$ cat src/rtl/pkt_snd.sv
// rtl/pkt_snd.sv - 3-wire serial packet transmitter (sclk/sdo/load) with req/ack completion handshake.
module pkt_snd #(
  parameter int W       = 16,
  parameter int CLK_DIV = 1
) (
  input  logic         clk,
  input  logic         rst,
  input  logic         preq,
  input  logic [W-1:0] pkt,
  output logic         sclk,
  output logic         load,
  output logic         sdo,
  output logic         psnt
);

  localparam int DW = (CLK_DIV > 1) ? $clog2(CLK_DIV) : 1;
  localparam int BW = $clog2(W);
  localparam logic [DW-1:0] DIV_MAX = DW'(CLK_DIV - 1);
  localparam logic [BW-1:0] BIT_MAX = BW'(W - 1);

  typedef enum logic [1:0] {IDLE, SHIFT, DONE} state_t;

  state_t         state;
  logic [W-1:0]   shreg;
  logic [DW-1:0]  div;
  logic [BW-1:0]  bitcnt;

  always_ff @(posedge clk or posedge rst) begin
    if (rst) begin
      state  <= IDLE;
      shreg  <= '0;
      div    <= '0;
      bitcnt <= '0;
      sclk   <= 1'b0;
      load   <= 1'b1;
      sdo    <= 1'b0;
      psnt   <= 1'b0;
    end else begin
      case (state)
        IDLE: begin
          if (preq) begin
            shreg  <= pkt;
            sdo    <= pkt[W-1];
            load   <= 1'b0;
            sclk   <= 1'b0;
            div    <= '0;
            bitcnt <= '0;
            state  <= SHIFT;
          end
        end
        SHIFT: begin
          // Every CLK_DIV cycles sclk toggles; a falling edge also advances the data bit.
          if (div == DIV_MAX) begin
            div <= '0;
            if (!sclk) begin
              sclk <= 1'b1;
            end else if (bitcnt == BIT_MAX) begin
              sclk  <= 1'b0;
              sdo   <= 1'b0;
              load  <= 1'b1;
              psnt  <= 1'b1;
              state <= DONE;
            end else begin
              sclk   <= 1'b0;
              sdo    <= shreg[W-2];
              shreg  <= {shreg[W-2:0], 1'b0};
              bitcnt <= bitcnt + 1'b1;
            end
          end else begin
            div <= div + 1'b1;
          end
        end
        DONE: begin
          if (!preq) begin
            psnt  <= 1'b0;
            state <= IDLE;
          end
        end
        default: state <= IDLE;
      endcase
    end
  end

endmodule

$ cat config.mk
export PLATFORM = sky130hd
export DESIGN_NAME = pkt_snd
export DESIGN_NICKNAME = d
export VERILOG_FILES = /design/src/rtl/pkt_snd.sv
export SDC_FILE = /design/constraint.sdc
export NUM_CORES = 1
export LEC_CHECK = 0
export ABC_AREA = 1
export CORE_MARGIN = 2
export CORE_UTILIZATION = 44
export DETAILED_ROUTE_END_ITERATION = 8
export PLACE_DENSITY_LB_ADDON = 0.15
export SYNTH_ARGS = -nofsm -noshare
export SYNTH_HDL_FRONTEND = slang
export SYNTH_SLANG_ARGS = --single-unit
$ cat constraint.sdc
create_clock -name clk -period 1.65 [get_ports clk]
set_input_delay 0.2475 -clock clk [delete_from_list [all_inputs] [get_ports clk]]
set_output_delay 0.2475 -clock clk [all_outputs]
set_load 0.005 [all_outputs]
# After elaboration in Yosys (flattened, before gate mapping)
# Cells that the tools add are included.
[classes] add_sub_neg=2 eq_ne=9 n_mux=33 n_reduce_logical=10
[op_table] operator="15-bit 2-to-1 mux" count=4
[op_table] operator="15-bit one-hot mux with 2 select lines" count=1
[op_table] operator="5-bit AND reduction" count=4
[op_table] operator="4-bit 2-to-1 mux" count=4
[op_table] operator="1-bit 2-to-1 mux" count=12
[op_table] operator="2-bit != test (second input constant)" count=6
[op_table] operator="2-bit 2-to-1 mux" count=5
[op_table] operator="1-bit one-hot mux with 2 select lines" count=5
[op_table] operator="4-bit one-hot mux with 2 select lines" count=1
[op_table] operator="2-bit one-hot mux with 3 select lines" count=1
[op_table] operator="4-bit by 1-bit adder with 4-bit output (second input constant)" count=1
[op_table] operator="4-bit == test (second input constant)" count=1
[op_table] operator="4-bit AND reduction" count=1
[op_table] operator="2-bit nonzero test" count=2
[op_table] operator="3-bit AND reduction" count=1
[op_table] operator="2-bit by 1-bit == test with 1-bit output (second input constant)" count=1
[op_table] operator="2-bit == test (second input constant)" count=1
[op_table] operator="2-bit logical NOT" count=1
[op_table] operator="2-bit AND reduction" count=1
[op_table] operator="1-bit adder (second input constant)" count=1
[totals] ff_bits=26 wordCells=62

# Longest topological paths before layout
[logic_depth] ltp_word=5 ltp_mapped=8 mapped_depth_nobuf=7

# Least setup slack after synthesis
# OpenSTA, ideal clock, no wires.
[synth_timing] path_type="flip-flop to flip-flop" start="register bitcnt[0]" end="register shreg[10]" t_arrival_ns=1.152 required_time_ns=1.533 slack_ns=0.381 stages_incl_launch_ff=8 path_cell_list="dfrtp_1 ha_1 nand2_2 nor2_4 nand2_4 buf_2 nand3_1 nand2_1"
[synth_via] elab_chain_cells=3
[synth_rtl] item="start: declaration" line="26" rtl="logic [BW-1:0] bitcnt;"
[synth_rtl] item="start signal: assignment" line="67" rtl="bitcnt <= bitcnt + 1'b1;"
[synth_rtl] item="4-bit == test" line="57" rtl="end else if (bitcnt == BIT_MAX) begin"
[synth_rtl] item="2-bit != test (no line)"
[synth_rtl] item="5-bit AND reduction (no line)"
[synth_rtl] item="end signal: assignment" line="42" rtl="shreg <= pkt;"
[synth_rtl] item="end signal: assignment" line="66" rtl="shreg <= {shreg[W-2:0], 1'b0};"
[synth_rtl] item="end: declaration" line="24" rtl="logic [W-1:0] shreg;"
# Every way passes these cells.
# A chain may end at the register's enable or synchronous reset.

# Final worst setup path
[layout_timing] start="register sclk" end="output sclk"
[layout_lines] item="start: declaration" line="10" rtl="output logic sclk,"
[layout_lines] item="start signal: assignment" line="34" rtl="sclk <= 1'b0;"
[layout_lines] item="start signal: assignment" line="45" rtl="sclk <= 1'b0;"
[layout_lines] item="start signal: assignment" line="56" rtl="sclk <= 1'b1;"
# No word-level cell between the ends.

==> impl_metrics.toml <==
[power]
p_switching_mw = 0.9469
seqPwrFrac_pct = 42.9
clkPwrFrac_pct = 11.4
p_per_area_nw_per_um2 = 1445
ir_drop_mv = 0.7550
power_frac_comb_pct = 45.7
power.total_mw = 2.326
internal_power_mw = 1.379
p_sw_share_pct = 40.72
power_leakage_nw = 0.8716

[route]
wirelength_um = 2620
drc_errors = 0
drtAntennaViolNets = 0
drtPass1Iterations = 6
drtIter0Drc = 51
wire_per_inst_um = 11.49
via_per_inst = 5.105
num_vias = 1164

[die]
die_w_um = 59.11
dieArea_sq_um = 3494
core_region_area_sq_um = 2829
start_util_pct = 47.24
fp.dieH_um = 59.11
io_pins = 23
rows = 19

[timing]
finalCritPeriodShare_pct = 93.24
clock_skew_ns = 0.007199
drv_slew = 0
period_needed_ns = 1.539
finalSetupViolCount = 0
max_freq_ghz = 0.6500
tightestPinTransition_ns = 0.3205
timing.slew.headroom_pct = 78.64
hold_viol = 0
final_critical_path_setup_slack_ns = 0.1115
setup_tns_ns = 0
rsz0062_at_grt = "no"

[yosys]
synth_nets = 191
ys_types = 23
synth_cells = 171
yosysSeqAreaShare_pct = 46.91
ys_seq_elements = 25
ys_warn_count = 0
avgSynthCellArea_sq_um = 7.815
synth_area_sq_um = 1336

[setup_path]
worstPathArrival_ns = 1.29
critical_path.cell_chain = "clkdlybuf4s50_1"
worst-setup-path-type = "flip-flop to output port"
critPathBufInv = 1
crit_required_ns = 1.40
crit_family = "buffers and inverters"
worstSetupStartpointType = "flip-flop"
critical_path.slowest_cell = "clkdlybuf4s50_1"
end_kind = "output port"
slowest_delay_ns = 0.53
crit_fanout = 4
crit_start = "sclk"
r2r_start = "bitcnt[0]"

[global_route]
grt_pass1_vias = 1117
grt-ovfl-total = 0
antenna_found_initial = 0
grt_use_total_pct = 17.25
grt_pass1_wl_um = 4636
grt_max_degree = 26

[run]
max_cap_violations = 0

[place]
place_ws_ns = 0.1584
io_buffers = 22
gp_congestion = 0.7886
dp_hpwl_um = 1952

[layout]
final_cell_mix = "87 x nand2_1, 26 x nand3_1, 24 x dfrtp_1"
layout_commonest_cell = "nand2_1"
layout.nets = 218
syn_to_final_growth_pct = 20.41
layout-drive-gt1-share_pct = 13.20
antenna_cells = 0

[clock_network]
cts-buffers-inserted = 3
worst_skew_pair.late_latency_ns = 0.31
cts_hold_buf = 0
clock_path_buffers = 2
cts-root-buf = "clkbuf_4"
clk_pin_slew_ns = 0.13
cts.htree.levels = 1
cts_tree = "built"
cts_sinks = 25

[run_status]
outcome = "completed"

[worst_hold_path]
hp-class = "primary input to asynchronous set/reset pin"
-- worst paths after layout --
kind                            end  slack [ns]  cells past startpoint
setup / recovery               sclk        0.11                      1
hold / removal             shreg[0]        0.27                      3
setup reg to reg           shreg[4]        0.17                      7
hold reg to reg                load        0.48                      2
max in group asynchronous      load        1.10                      3
min in group clk           shreg[0]        0.46                      3
-- through the flow --
| stage | hold WS [ns] | area, sq um | instances | util (%) |
|---|---|---|---|---|
| floorplan | 0.2741 | 1336 | 171 | - |
| global placement | 0.4546 | 1579 | 224 | 55.82 |
| detailed placement | 0.4653 | 1579 | 224 | 55.82 |
| CTS | 0.2643 | 1607 | 228 | 56.79 |
| global route | 0.2926 | 1609 | 228 | 56.88 |
| finish | 0.2654 | 1609 | 228 | 56.88 |
-- cells in the mapped netlist, drive strengths merged --
master	count	share of area [%]
nand2	91	27
nand3	28	12
dfrtp	24	45
inv	8	2.2
buf	7	5.1
o21ai	4	2.1
nor2	2	1.7
or2	2	0.94
a21oi	1	0.37
dfstp	1	2.0
ha	1	0.94
nand4	1	0.47
nor3	1	0.37
-- cells by family (layout without fill, tap and decap cells) --
logic type | Yosys count | count (layout) | synth area share, %
simple gates | 125 | 125 | 42.32
flops | 25 | 25 | 46.91
buf+inv | 15 | 41 | 7.396
compound gates | 5 | 5 | 2.434
fa+ha+maj | 1 | 1 | 0.9362
-- layout make-up --
class | instances | area (sq um)
multi-input combinational | 131 | 610.6
clock inverter | 1 | 5.005
clock buffer | 3 | 22.52
timing repair buffer | 29 | 275.3
fill | 276 | 1220
sequential | 25 | 626.9
inverter | 8 | 30.03
tap | 31 | 38.79
-- layer usage --
layer	vias up	GRT usage (%)	wire, um
met2	26	29.21	1260
met4	0	5.844	34
met3	4	4.148	107
li1	594	-	-
met5	-	0	0
met1	540	21.49	1217
-- registers in the layout, indices dropped and copies added, names as in the netlist --
| register | count |
|---|---|
| bitcnt | 4 |
| load | 1 |
| psnt | 1 |
| sclk | 1 |
| sdo | 1 |
| shreg | 15 |
| state | 2 |
-- power groups by stage --
stage | Combinational, mW | Sequential, mW | Clock, mW
6_report | 1.06 | 0.997 | 0.265
5_1_grt | 1.22 | 1.03 | 0.302
4_1_cts | 1.08 | 1.00 | 0.279
3_5_place_dp | 1.07 | 1.01 | 0
3_3_place_gp | 1.04 | 0.999 | 0
2_1_floorplan | 0.835 | 0.981 | 0
-- repair_timing --
action | 4_1_cts | 5_1_grt
hold endpoints to repair | 0 | 0
gates resized for setup | 0 | 1
setup endpoints to repair | 0 | 1
setup buffers | 0 | 0
Note: power is estimated with default switching activity, not from simulation.
